## src/rtl/uart_cmd_assembler.sv

```systemverilog
// Packs pairs of UART bytes (opcode, then data) into 16-bit commands for the dispatcher.
// A partial command is dropped, with a one-cycle frm_err pulse, after an inter-byte timeout.
module uart_cmd_assembler #(
  parameter int TIMEOUT_CYC = 52080,
  parameter int TO_W        = 16
) (
  input  logic        clk,
  input  logic        rst_n,
  input  logic        rdy,
  input  logic [7:0]  cmd,
  output logic        clr_rdy,
  input  logic        clr_cmd_rdy,
  output logic [15:0] cmd_word,
  output logic        cmd_rdy,
  output logic        frm_err
);

  typedef enum logic [1:0] {
    IDLE      = 2'b00,
    WAIT_DATA = 2'b01
  } state_t;

  localparam logic [TO_W-1:0] TIMER_LAST = TO_W'(TIMEOUT_CYC - 1);
  localparam logic [TO_W-1:0] TIMER_ZERO = {TO_W{1'b0}};
  localparam logic [TO_W-1:0] TIMER_ONE  = {{(TO_W-1){1'b0}}, 1'b1};

  state_t          state_q, state_d;
  logic [7:0]      opcode_q, opcode_d;
  logic [15:0]     cmd_word_q, cmd_word_d;
  logic            cmd_rdy_q, cmd_rdy_d;
  logic            clr_rdy_q, clr_rdy_d;
  logic            frm_err_q, frm_err_d;
  logic [TO_W-1:0] timer_q, timer_d;
  logic            accept_s;

  // Next-state and output logic; the ~clr_rdy term stops the same byte being taken twice.
  always_comb begin
    accept_s   = rdy & ~clr_rdy_q & ~cmd_rdy_q;
    state_d    = state_q;
    opcode_d   = opcode_q;
    cmd_word_d = cmd_word_q;
    cmd_rdy_d  = cmd_rdy_q & ~clr_cmd_rdy;
    clr_rdy_d  = 1'b0;
    frm_err_d  = 1'b0;
    timer_d    = timer_q;
    case (state_q)
      IDLE: begin
        timer_d = TIMER_ZERO;
        if (accept_s) begin
          opcode_d  = cmd;
          clr_rdy_d = 1'b1;
          state_d   = WAIT_DATA;
        end else begin
          state_d   = IDLE;
        end
      end
      WAIT_DATA: begin
        if (accept_s) begin
          // A byte landing on the expiry cycle still completes the command.
          cmd_word_d = {opcode_q, cmd};
          cmd_rdy_d  = 1'b1;
          clr_rdy_d  = 1'b1;
          timer_d    = TIMER_ZERO;
          state_d    = IDLE;
        end else if (timer_q == TIMER_LAST) begin
          frm_err_d  = 1'b1;
          timer_d    = TIMER_ZERO;
          state_d    = IDLE;
        end else begin
          timer_d    = timer_q + TIMER_ONE;
          state_d    = WAIT_DATA;
        end
      end
      default: begin
        state_d   = IDLE;
        timer_d   = TIMER_ZERO;
        cmd_rdy_d = 1'b0;
        clr_rdy_d = 1'b0;
        frm_err_d = 1'b0;
      end
    endcase
  end

  // State and output registers with synchronous active-low reset.
  always_ff @(posedge clk) begin
    if (!rst_n) begin
      state_q    <= IDLE;
      opcode_q   <= 8'h00;
      cmd_word_q <= 16'h0000;
      cmd_rdy_q  <= 1'b0;
      clr_rdy_q  <= 1'b0;
      frm_err_q  <= 1'b0;
      timer_q    <= TIMER_ZERO;
    end else begin
      state_q    <= state_d;
      opcode_q   <= opcode_d;
      cmd_word_q <= cmd_word_d;
      cmd_rdy_q  <= cmd_rdy_d;
      clr_rdy_q  <= clr_rdy_d;
      frm_err_q  <= frm_err_d;
      timer_q    <= timer_d;
    end
  end

  assign clr_rdy  = clr_rdy_q;
  assign cmd_word = cmd_word_q;
  assign cmd_rdy  = cmd_rdy_q;
  assign frm_err  = frm_err_q;

endmodule
```

## config.mk

```make
export PLATFORM = sky130hd
export DESIGN_NAME = uart_cmd_assembler
export DESIGN_NICKNAME = d
export VERILOG_FILES = /design/src/rtl/uart_cmd_assembler.sv
export SDC_FILE = /design/constraint.sdc
export NUM_CORES = 1
export LEC_CHECK = 0
export CAP_MARGIN = 20
export CORE_ASPECT_RATIO = 0.9
export CORE_MARGIN = 2
export CORE_UTILIZATION = 51
export DETAILED_ROUTE_END_ITERATION = 7
export PLACE_DENSITY = 0.78
export REMOVE_ABC_BUFFERS = 1
export SLEW_MARGIN = 20
export SYNTH_ARGS = -nofsm -noshare
export SYNTH_HDL_FRONTEND = slang
export SYNTH_SLANG_ARGS = --single-unit
```

## constraint.sdc

```tcl
create_clock -name clk -period 2.05 [get_ports clk]
set_input_delay 0.41 -clock clk [delete_from_list [all_inputs] [get_ports clk]]
set_output_delay 0.41 -clock clk [all_outputs]
set_load 0.05 [all_outputs]
```

* Yosys cells after proc, flatten, opt, wreduce, memory -nomap -nowiden *
Index checks and enable logic that the tools add are counted.

word-level totals
  register bits = 45
  bits in latches = 0
  bits in writable memories = 0
  bits in read-only memories = 0
  bits of input ports = 12
  output and inout bits = 19
  logic and storage cells = 33
  memories kept = 0

cells by class
  add/sub/neg operators = 1
  multipliers = 0
  divide/modulo/power cells = 0
  magnitude comparators = 0
  eq/ne operators = 2
  shifts and indexed selects = 0
  muxes and demuxes = 8
  bitwise operators = 8
  reduce and logical (&&, ||, !) cells = 7

operators with widths
  kind                   count
  $add 16x1->16 const B  1
  $eq 16x16->1 const B   1
  $mux 1                 6
  $reduce_and 2->1       3
  $not 1->1              5
  $pmux 2 s2             1
  $reduce_or 4->1        1
  $and 1x1->1            3
  $reduce_or 3->1        1
  $eq 2x1->1 const B     1
  $logic_not 2->1        1
  $pmux 1 s2             1
  $reduce_or 2->1        1

* Depth between registers and ports, before layout *
Gate-level depths: netlist (run 1).

  word-level depth = 5
  mapped depth = 7
  mapped depth without buffers = 5

* Worst setup path before layout (run 1) *
No wires, ideal clock.

  kind = register to register
  from = reg cmd_rdy_q (netlist: cmd_rdy)
  to = reg cmd_word_q[10] (netlist: cmd_word[10])
  setup time = 76 ps
  data arrival time = 1,581 ps
  data required time = 1,974 ps
  slack = 393 ps
  cell stages (with the launch flop) = 7
  buffers on the path = 2
  period minus slack after synthesis = 1,657 ps
  path through = dfxtp_1 -> nor3b_1 -> and2_1 -> clkbuf_1 -> buf_2 -> nand2_1 -> a21boi_0

on the way
  longest elaborated chain between the ends = 3

ends and longest elaborated chain
  element                     line  RTL
  start, declared             30    logic cmd_rdy_q, cmd_rdy_d;
  start signal, assigned      98    cmd_rdy_q <= cmd_rdy_d;
  $not 1->1                   38    accept_s = rdy & ~clr_rdy_q & ~cmd_rdy_q;
  $and 1x1->1                 38
  $reduce_and 2->1 (no line)  -
  end signal, assigned        97    cmd_word_q <= cmd_word_d;
  end, declared               29    logic [15:0] cmd_word_q, cmd_word_d;

Every way passes these cells.
A chain may end at the register's enable or synchronous reset.

* Worst setup path after layout (run 1) *
  from = reg cmd_rdy_q (netlist: cmd_rdy)
  to = out cmd_rdy

RTL lines
  element        line  RTL
  end, declared  14    output logic cmd_rdy,

No word-level cell between the ends.

==> metrics.yaml, run 1 <==
setup_path:
  crit_chain: "clkdlybuf4s50_1"
  cp.arrival_ps: 1530
  path_class: "reg2out"
  cp-end-kind: "output port"
  critPathBufInv: 1
  cp_slowest_cell: "clkdlybuf4s50_1"
  cp_top_family: "buffers and inverters"
  start_kind: "flip-flop"
  cp.required_ps: 1640
  max_stage_delay_ps: 830
  cp_max_fo: 4
global_route:
  grt_pass1_wl_mm: 5.38
  grt_overflow: 0
  track_usage_pct: 18.3
  antenna_found_initial: 0
  first_global_vias: 1251
  grt_max_degree: 28
clock_tree:
  post_cts_buffers: 0
  clock_latency_ps: 290
  cts_hold_buf: 0
  clk_pin_slew_ps: 80
  cts-root-buf: "clkbuf_8"
  cts.htree.levels: 2
  ctsResizeCount: 0
  cts.sinks: 44
  cts_buffer_depth: 2
  cts_tree: "yes"
  numCtsBuffers: 5
floorplanning:
  num_io_pins: 31
  start_util_pct: 52.4
  die_w_um: 65.4
  die_h_um: 59.3
  std_cell_rows: 20
  dieArea_um2: 3880
  core_um2: 3300
logic_synthesis:
  ys_seq_area_share_pct: 50.9
  synthCells: 200
  ys_types: 24
  avgSynthCellArea_um2: 8.66
  ys_ff_latch: 44
  mappedNetlistArea_um2: 1730
  ys_warn_count: 0
finish:
  final_cell_mix: "54 x nand2_1, 44 x dfxtp_1, 30 x clkdlybuf4s50_1"
  final_common_cell: "nand2_1"
  layout-drive-gt1-share_pct: 7.17
  stdcell_count: 281
  n_antenna_cell: 0
  syn2layout_area_growth_pct: 27.7
  fillers: 302
  nets: 249
  final_area_um2: 2210
power_and_ir_drop:
  ir_drop_mv: 0.613
  leakage_nw: 0.717
  p_per_area_nw_per_um2: 728
sta:
  layout_min_cycle_time_ps: 1940
  skew_ps: 3.74
  maxSlewHeadroom_pct: 66.7
  timing_hold_violations_final: 0
  slew_violations: 0
  tightest_slew_ps: 498
  rsz0062_at_grt: "false"
  fmax_ghz: 0.515
  fin_crit_sh_pct: 94.7
  tns_ps: 0
  finalSetupViolCount: 0
place:
  placed_cells: 273
  routabilityCongestion: 0.774
  numPortBuffers: 30
  placed_area_um2: 2120
  dp_hpwl_mm: 2.17
run_status:
  status: "finished, final reports clean"
detailed_routing:
  drc: 0
  drt_first_pass_iters: 4
  via_per_inst: 4.81
  drt-initial-drc-count: 60
  routed_wl_mm: 3.13
  ant_nets: 0
  wl_per_cell_um: 11.1
  via_count: 1351
run:
  drv_cap: 0
hold_path:
  hold_path.class: "reg2reg"
-- stage by stage --
step | power (mW) | setup WS, ps | utilization [%] | hold slack (ps)
final | 1.61 | 110 | 66.9 | 460
after CTS | 1.63 | 112 | 66.9 | 466
after global placement | 1.08 | 158 | 64.1 | 446
after detailed placement | 1.09 | 105 | 64.1 | 455
after floorplan | 0.999 | 368 | - | 430
after global routing | 1.67 | 95.3 | 66.9 | 478
-- per-layer routing --
layer  global-route usage [%]  routed length (µm)
met1                     23.4                1550
met2                     28.3                1400
met3                     5.13                 110
met4                     10.1                  62
met5                        0                   0
-- synth_stat cells --
master,number,share of area (%)
a21boi_0,25,11
and2_1,2,0.72
buf_2,1,0.29
buf_6,1,0.65
buf_8,1,0.87
clkbuf_1,6,1.3
dfxtp_1,44,51
ha_1,1,0.72
inv_1,4,0.87
nand2_1,54,12
nand2b_1,2,0.72
nand3_1,6,1.7
nand4_1,4,1.4
nor2_1,21,4.6
nor2b_1,1,0.36
nor3_1,2,0.58
nor3b_1,1,0.43
nor4_1,6,2.2
or2_1,1,0.36
or3b_2,1,0.51
or4b_1,1,0.58
or4bb_1,1,0.65
xnor2_1,13,6.6
xor2_1,1,0.51
-- path summary, 6_finish.rpt --
check / startpoint / to / slack (ps) / cells after the start
max: cmd_rdy / cmd_rdy / 110 / 1
min: cmd_word[13] / cmd_word[13] / 460 / 2
max reg2reg: timer_q[10] / timer_q[2] / 330 / 5
min reg2reg: cmd_word[13] / cmd_word[13] / 460 / 2
-- registers in the layout, indices dropped and copies added (netlist names) --
| signal | flops |
|---|---|
| cmd_rdy | 1 |
| opcode_q | 8 |
| clr_rdy | 1 |
| timer_q | 16 |
| frm_err | 1 |
| cmd_word | 16 |
| state_q | 1 |
-- cell type report --
cell class / instances / area [µm²] / area share, %
sequential: 44 / 881 / 39.8
tap: 44 / 55.1 / 2.49
multi-input combinational: 143 / 782 / 35.4
timing repair buffer: 38 / 385 / 17.4
clock buffer: 6 / 82.6 / 3.74
clock inverter: 2 / 10.0 / 0.453
inverter: 4 / 15.0 / 0.679
-- kinds of logic after synthesis --
family                     synth area share, %
buffers and inverters                     3.97
adders and majority gates                0.722
DFF                                       50.9
AOI/OAI and AO/OA                         10.8
and+or+nand+nor                           26.5
xor gates and xnor gates                  7.08
-- report_power, final --
group | internal, mW | total [mW] | leakage (nW) | switching [mW]
clock network | 0.269 | 0.545 | 0.0510 | 0.277
logic | 0.0755 | 0.172 | 0.309 | 0.0962
registers | 0.879 | 0.893 | 0.356 | 0.0147
(Power assumes the default switching activity.)
==> run 2: changes to the inputs <==
--- a/config.mk
+++ b/config.mk
@@ -5,13 +5,13 @@
 export SDC_FILE = /design/constraint.sdc
 export NUM_CORES = 1
 export LEC_CHECK = 0
+export ABC_AREA = 1
 export CAP_MARGIN = 20
 export CORE_ASPECT_RATIO = 0.9
 export CORE_MARGIN = 2
 export CORE_UTILIZATION = 51
 export DETAILED_ROUTE_END_ITERATION = 7
-export PLACE_DENSITY = 0.78
-export REMOVE_ABC_BUFFERS = 1
+export PLACE_DENSITY = 0.77
 export SLEW_MARGIN = 20
 export SYNTH_ARGS = -nofsm -noshare
 export SYNTH_HDL_FRONTEND = slang
==> metrics.yaml, run 2 <==
detailed_routing:
  via_count: 1466  # +8.5%
  drt_first_pass_iters: 4  # unchanged
  wl_per_cell_um: 11.3  # +1.2%
  ant_nets: 0  # unchanged
  via_per_inst: 4.81  # about the same
  drt-initial-drc-count: 143  # +140%
  routed_wl_mm: 3.44  # +9.8%
  drc: 0  # unchanged
power_and_ir_drop:
  leakage_nw: 0.787  # +9.9%
  p_per_area_nw_per_um2: 781  # +7.2%
  ir_drop_mv: 0.565  # -7.8%
sta:
  maxSlewHeadroom_pct: 66.3  # -0.36 points
  fin_crit_sh_pct: 95.8  # +1.2 points
  slew_violations: 0  # unchanged
  fmax_ghz: 0.509  # -1.2%
  timing_hold_violations_final: 0  # unchanged
  finalSetupViolCount: 0  # unchanged
  rsz0062_at_grt: "false"
  tns_ps: 0  # unchanged
  tightest_slew_ps: 504  # +5.41 ps
  holdWs_ps: 460  # -0.486 ps
  skew_ps: 5.82  # +2.08 ps
  layout_min_cycle_time_ps: 1960  # +24.2 ps
  worst_slack_ps: 85.4  # -24.2 ps
logic_synthesis:
  synth_top_area_share_pct: 49.2  # -1.6 points
  yosysMostFrequentCell: "nor2_1"
  ys_types: 21  # -13%
  avgSynthCellArea_um2: 7.88  # -9.0%
  synth_area_leaders: "dfxtp_1 49%, nor2_1 13%, o21ai_0 7.6%"
  synthCells: 227  # +14%
  mappedNetlistArea_um2: 1790  # +3.3%
  ys.flop_type: "dfxtp_1"
  async_reset_ff_share_pct: 0  # unchanged
  ys_warn_count: 0  # unchanged
  ys_seq_area_share_pct: 49.2  # -1.6 points
  synth_common_cells: "63 x nor2_1, 44 x dfxtp_1, 27 x o21ai_0"
  synth_nets: 240
  ys_ff_latch: 44  # unchanged
  synth.largest_area_cell: "dfxtp_1"
  synth-edff-count: 0  # unchanged
finish:
  n_antenna_cell: 0  # unchanged
  final_cell_mix: "63 x nor2_1, 44 x dfxtp_1, 30 x clkdlybuf4s50_1"
  final_common_cell: "nor2_1"
  nets: 273  # +9.6%
  fillers: 309  # +2.3%
  layout-drive-gt1-share_pct: 11.9  # +4.7 points
  ff_latch_area_um2: 881  # unchanged
  multi_input_area_um2: 798  # +2.1%
  syn2layout_area_growth_pct: 22.9
setup_path:
  start_kind: "flip-flop"
  cp_top_family: "buffers and inverters"
  cp.arrival_ps: 1550  # +20 ps
  path_class: "reg2out"
  cp_slowest_cell: "clkdlybuf4s50_1"
  max_stage_delay_ps: 830  # about the same
  cp.required_ps: 1640  # about the same
  crit_chain: "clkdlybuf4s50_1"
  critPathBufInv: 1  # unchanged
  cp-end-kind: "output port"
  cp_max_fo: 3  # -1
clock_tree:
  post_cts_buffers: 0  # unchanged
  ctsResizeCount: 0  # unchanged
  clk_pin_slew_ps: 80  # about the same
  numCtsBuffers: 5  # unchanged
  cts_hold_buf: 0  # unchanged
  clock_latency_ps: 300  # about the same
  cts.htree.levels: 2  # unchanged
  cts-root-buf: "clkbuf_8"
  cts_buffer_depth: 2  # unchanged
  cts_tree: "yes"
  cts.sinks: 44  # unchanged
floorplanning:
  core_um2: 3380  # +2.3%
  std_cell_rows: 20  # unchanged
  die_h_um: 60.2  # +1.5%
  die_w_um: 66.4  # +1.6%
  start_util_pct: 53.0  # +0.54 points
  num_io_pins: 31  # unchanged
  dieArea_um2: 4000  # +3.1%
place:
  dp_hpwl_mm: 2.54  # +17%
  routabilityCongestion: 0.835  # +7.9%
  dp_slack_ps: 158  # +52.3 ps
  numPortBuffers: 30  # unchanged
hold_path:
  hold_path.class: "reg2reg"
global_route:
  grt_pass1_wl_mm: 5.66  # +5.1%
  track_usage_pct: 19.4  # +1.0 points
  grt_overflow: 0  # unchanged
  grt_max_degree: 23  # -18%
  first_global_vias: 1223  # -2.2%
  antenna_found_initial: 0  # unchanged
run_status:
  status: "finished, final reports clean"
run:
  drv_cap: 0  # unchanged
[run 2: cell types whose count changed in the layout (fill, tap and decap cells not counted), sizes merged, moves of 6 or more]
cell	change
a21boi	-25
a21oi	+6
buf	-7
inv	+14
nand2	-28
nor2	+58
nor4	-6
o21ai	+27
xnor2	-10
[run 2: layer usage]
layer | track usage (%) | routed length [µm] | vias to the layer above | part of all wire, %
li1 | - | - | 788 | -
met1 | 28.0 | 1800 | 623 | 52
met2 | 26.4 | 1290 | 47 | 38
met3 | 5.27 | 275 | 8 | 8.0
met4 | 9.62 | 74 | 0 | 2.2
met5 | 0 | 0 | - | 0
[run 2: final cells by class]
type                       instances  area share [%]
tap                               44            2.50
clock buffer                       8            4.10
sequential                        44            40.0
inverter                          18            3.07
timing repair buffer              31            14.0
multi-input combinational        160            36.3
[run 2: kinds of logic after synthesis]
logic type               synth area share, %
AND/OR/NAND/NOR                         30.3
AO/OA/AOI/OAI                           9.65
XOR/XNOR                                3.92
buffers and inverters                   6.15
adder cells (fa/ha/maj)                0.699
flip-flops                              49.2
[run 2: per-stage QoR]
| stage | power (mW) | instances | utilization, % | instance area, µm² |
|---|---|---|---|---|
| 6_report | 1.72 | 305 | 65.1 | 2200 |
| 3_3_place_gp | 1.19 | 297 | 62.4 | 2110 |
| 4_1_cts | 1.73 | 305 | 65.1 | 2200 |
| 2_1_floorplan | 1.11 | 227 | - | 1790 |
| 3_5_place_dp | 1.19 | 297 | 62.4 | 2110 |
| 5_1_grt | 1.79 | 305 | 65.1 | 2200 |
[run 2: report_power, final]
part           internal, mW  switching (mW)  leakage [nW]
Sequential            0.897          0.0231         0.358
Combinational        0.0891           0.165         0.384
Clock                 0.275           0.269        0.0455
[run 2: path summary, 6_finish.rpt]
kind           endpoint  depth (start not counted)       start  slack (ps)
min reg2reg  timer_q[0]                          1  timer_q[0]         460
min          timer_q[0]                          1  timer_q[0]         460
max reg2reg  state_q[0]                          6  timer_q[0]         520
max             cmd_rdy                          1     cmd_rdy          90
==> run 3: changes to the inputs <==
--- a/config.mk
+++ b/config.mk
@@ -12,6 +12,8 @@
 export CORE_UTILIZATION = 51
 export DETAILED_ROUTE_END_ITERATION = 7
 export PLACE_DENSITY = 0.77
+export RECOVER_POWER = 100
+export SKIP_LAST_GASP = 1
 export SLEW_MARGIN = 20
 export SYNTH_ARGS = -nofsm -noshare
 export SYNTH_HDL_FRONTEND = slang
==> metrics.yaml, run 3 (synthesis gave the netlist of run 2 again) <==
floorplanning:
  start_util_pct: 53.0  # unchanged
  dieArea_um2: 4000  # unchanged
  die_h_um: 60.2  # unchanged
  num_io_pins: 31  # unchanged
  core_um2: 3380  # unchanged
  std_cell_rows: 20  # unchanged
  die_w_um: 66.4  # unchanged
clock_tree:
  cts.htree.levels: 2  # unchanged
  post_cts_buffers: 0  # unchanged
  clk_pin_slew_ps: 80  # about the same
  cts.sinks: 44  # unchanged
  cts_buffer_depth: 2  # unchanged
  clock_latency_ps: 300  # about the same
  numCtsBuffers: 5  # unchanged
  cts-root-buf: "clkbuf_8"
  ctsResizeCount: 0  # unchanged
  cts_tree: "yes"
  cts_hold_buf: 0  # unchanged
sta:
  slew_violations: 0  # unchanged
  tns_ps: 0  # unchanged
  skew_ps: 5.29  # -0.525 ps
  timing_hold_violations_final: 0  # unchanged
  fmax_ghz: 0.510  # +0.23%
  finalSetupViolCount: 0  # unchanged
  rsz0062_at_grt: "false"
  layout_min_cycle_time_ps: 1960  # -4.46 ps
  maxSlewHeadroom_pct: 57.2  # -9.1 points
  fin_crit_sh_pct: 95.6  # -0.22 points
  tightest_slew_ps: 643  # +139 ps
run_status:
  status: "finished, final reports clean"
global_route:
  grt_overflow: 0  # unchanged
  antenna_found_initial: 0  # unchanged
  grt_pass1_wl_mm: 5.66  # unchanged
  track_usage_pct: 19.4  # unchanged
  first_global_vias: 1223  # unchanged
  grt_max_degree: 23  # unchanged
detailed_routing:
  ant_nets: 0  # unchanged
  drt-initial-drc-count: 118  # -17%
  wl_met1_mm: 1.79  # -0.50%
  met3_length_um: 294  # +6.9%
  wl_per_cell_um: 11.3  # +0.32%
  topRoutingLayerUsed: "met4"
  route.met2.wl_mm: 1.29  # about the same
  via_count: 1490  # +1.6%
  routed_wl_mm: 3.45  # +0.32%
  drc: 0  # unchanged
  drt_first_pass_iters: 4  # unchanged
  via_per_inst: 4.89  # +1.6%
setup_path:
  reg2reg_depth: 6  # unchanged
  r2r_end: "state_q[0]"
  critPathBufInv: 1  # unchanged
  cp.arrival_ps: 1550  # about the same
  crit_chain: "clkdlybuf4s50_1"
  cp_top_family: "buffers and inverters"
  cp_slowest_cell: "clkdlybuf4s50_1"
  cp.required_ps: 1640  # about the same
  max_stage_delay_ps: 830  # about the same
  rrSetupSlack_ps: 290  # -230 ps
  start_kind: "flip-flop"
  path_class: "reg2out"
  cp_max_fo: 3  # unchanged
  reg2reg_from: "timer_q[0]"
  cp-end-kind: "output port"
finish:
  final_area_um2: 2180  # -1.1%
  layout-drive-gt1-share_pct: 9.20  # -2.7 points
  final_common_cell: "nor2_1"
  n_antenna_cell: 0  # unchanged
  final_cell_mix: "67 x nor2_1, 44 x dfxtp_1, 27 x o21ai_0"
  syn2layout_area_growth_pct: 21.6
  nets: 273  # unchanged
  fillers: 314  # +1.6%
power_and_ir_drop:
  ir_drop_mv: 0.585  # +3.5%
  leakage_nw: 0.843  # +7.0%
  p_per_area_nw_per_um2: 784  # +0.36%
  p_total_mw: 1.71  # -0.73%
hold_path:
  hold_path.class: "reg2reg"
  whs_endpoint: "timer_q[0]"
  hp-start: "timer_q[0]"
  hold-path-cell-count: 1  # unchanged
place:
  placed_area_um2: 2110  # unchanged
  numPortBuffers: 30  # unchanged
  routabilityCongestion: 0.835  # unchanged
  dp_hpwl_mm: 2.54  # unchanged
run:
  drv_cap: 0  # unchanged
## run 3: worst max path at each step
stage	start	to	slack, ps	cells after the start
after floorplan	clr_rdy	timer_q[11]	600	7
after global placement	rdy	cmd_word[11]	200	7
after detailed placement	rdy	cmd_word[9]	160	7
after CTS	cmd_rdy	cmd_rdy	80	1
after global routing	rdy	cmd_word[15]	20	7
final	cmd_rdy	cmd_rdy	90	1
## run 3: final cells by class
| class | instances | area, µm² | share of cell area, % |
|---|---|---|---|
| repair buffers | 31 | 304 | 14.0 |
| clock buffers | 8 | 90.1 | 4.14 |
| inverters | 18 | 67.6 | 3.11 |
| well taps | 44 | 55.1 | 2.53 |
| multi-input cells | 160 | 778 | 35.8 |
| flip-flops and latches | 44 | 881 | 40.5 |
## run 3: metrics by stage
step                hold WS [ps]  utilization [%]  setup slack (ps)  std cells
floorplan                    427                -               602        227
global placement             440             62.4               196        297
detailed placement           444             62.4               158        297
CTS                          463             65.1              79.2        305
global route                 481             64.4              16.1        305
finish                       462             64.4              89.9        305
## run 3: power breakdown
part | internal, mW | switching (mW) | total [mW]
Combinational | 0.0793 | 0.164 | 0.243
Sequential | 0.897 | 0.0222 | 0.919
Clock | 0.275 | 0.269 | 0.543
Total | 1.25 | 0.455 | 1.71
## run 3: per-layer routing
metal / GRT usage (%) / up-vias
met5: 0 / -
met4: 9.62 / 0
met3: 5.27 / 8
met2: 26.4 / 49
met1: 28.0 / 643
li1: - / 790
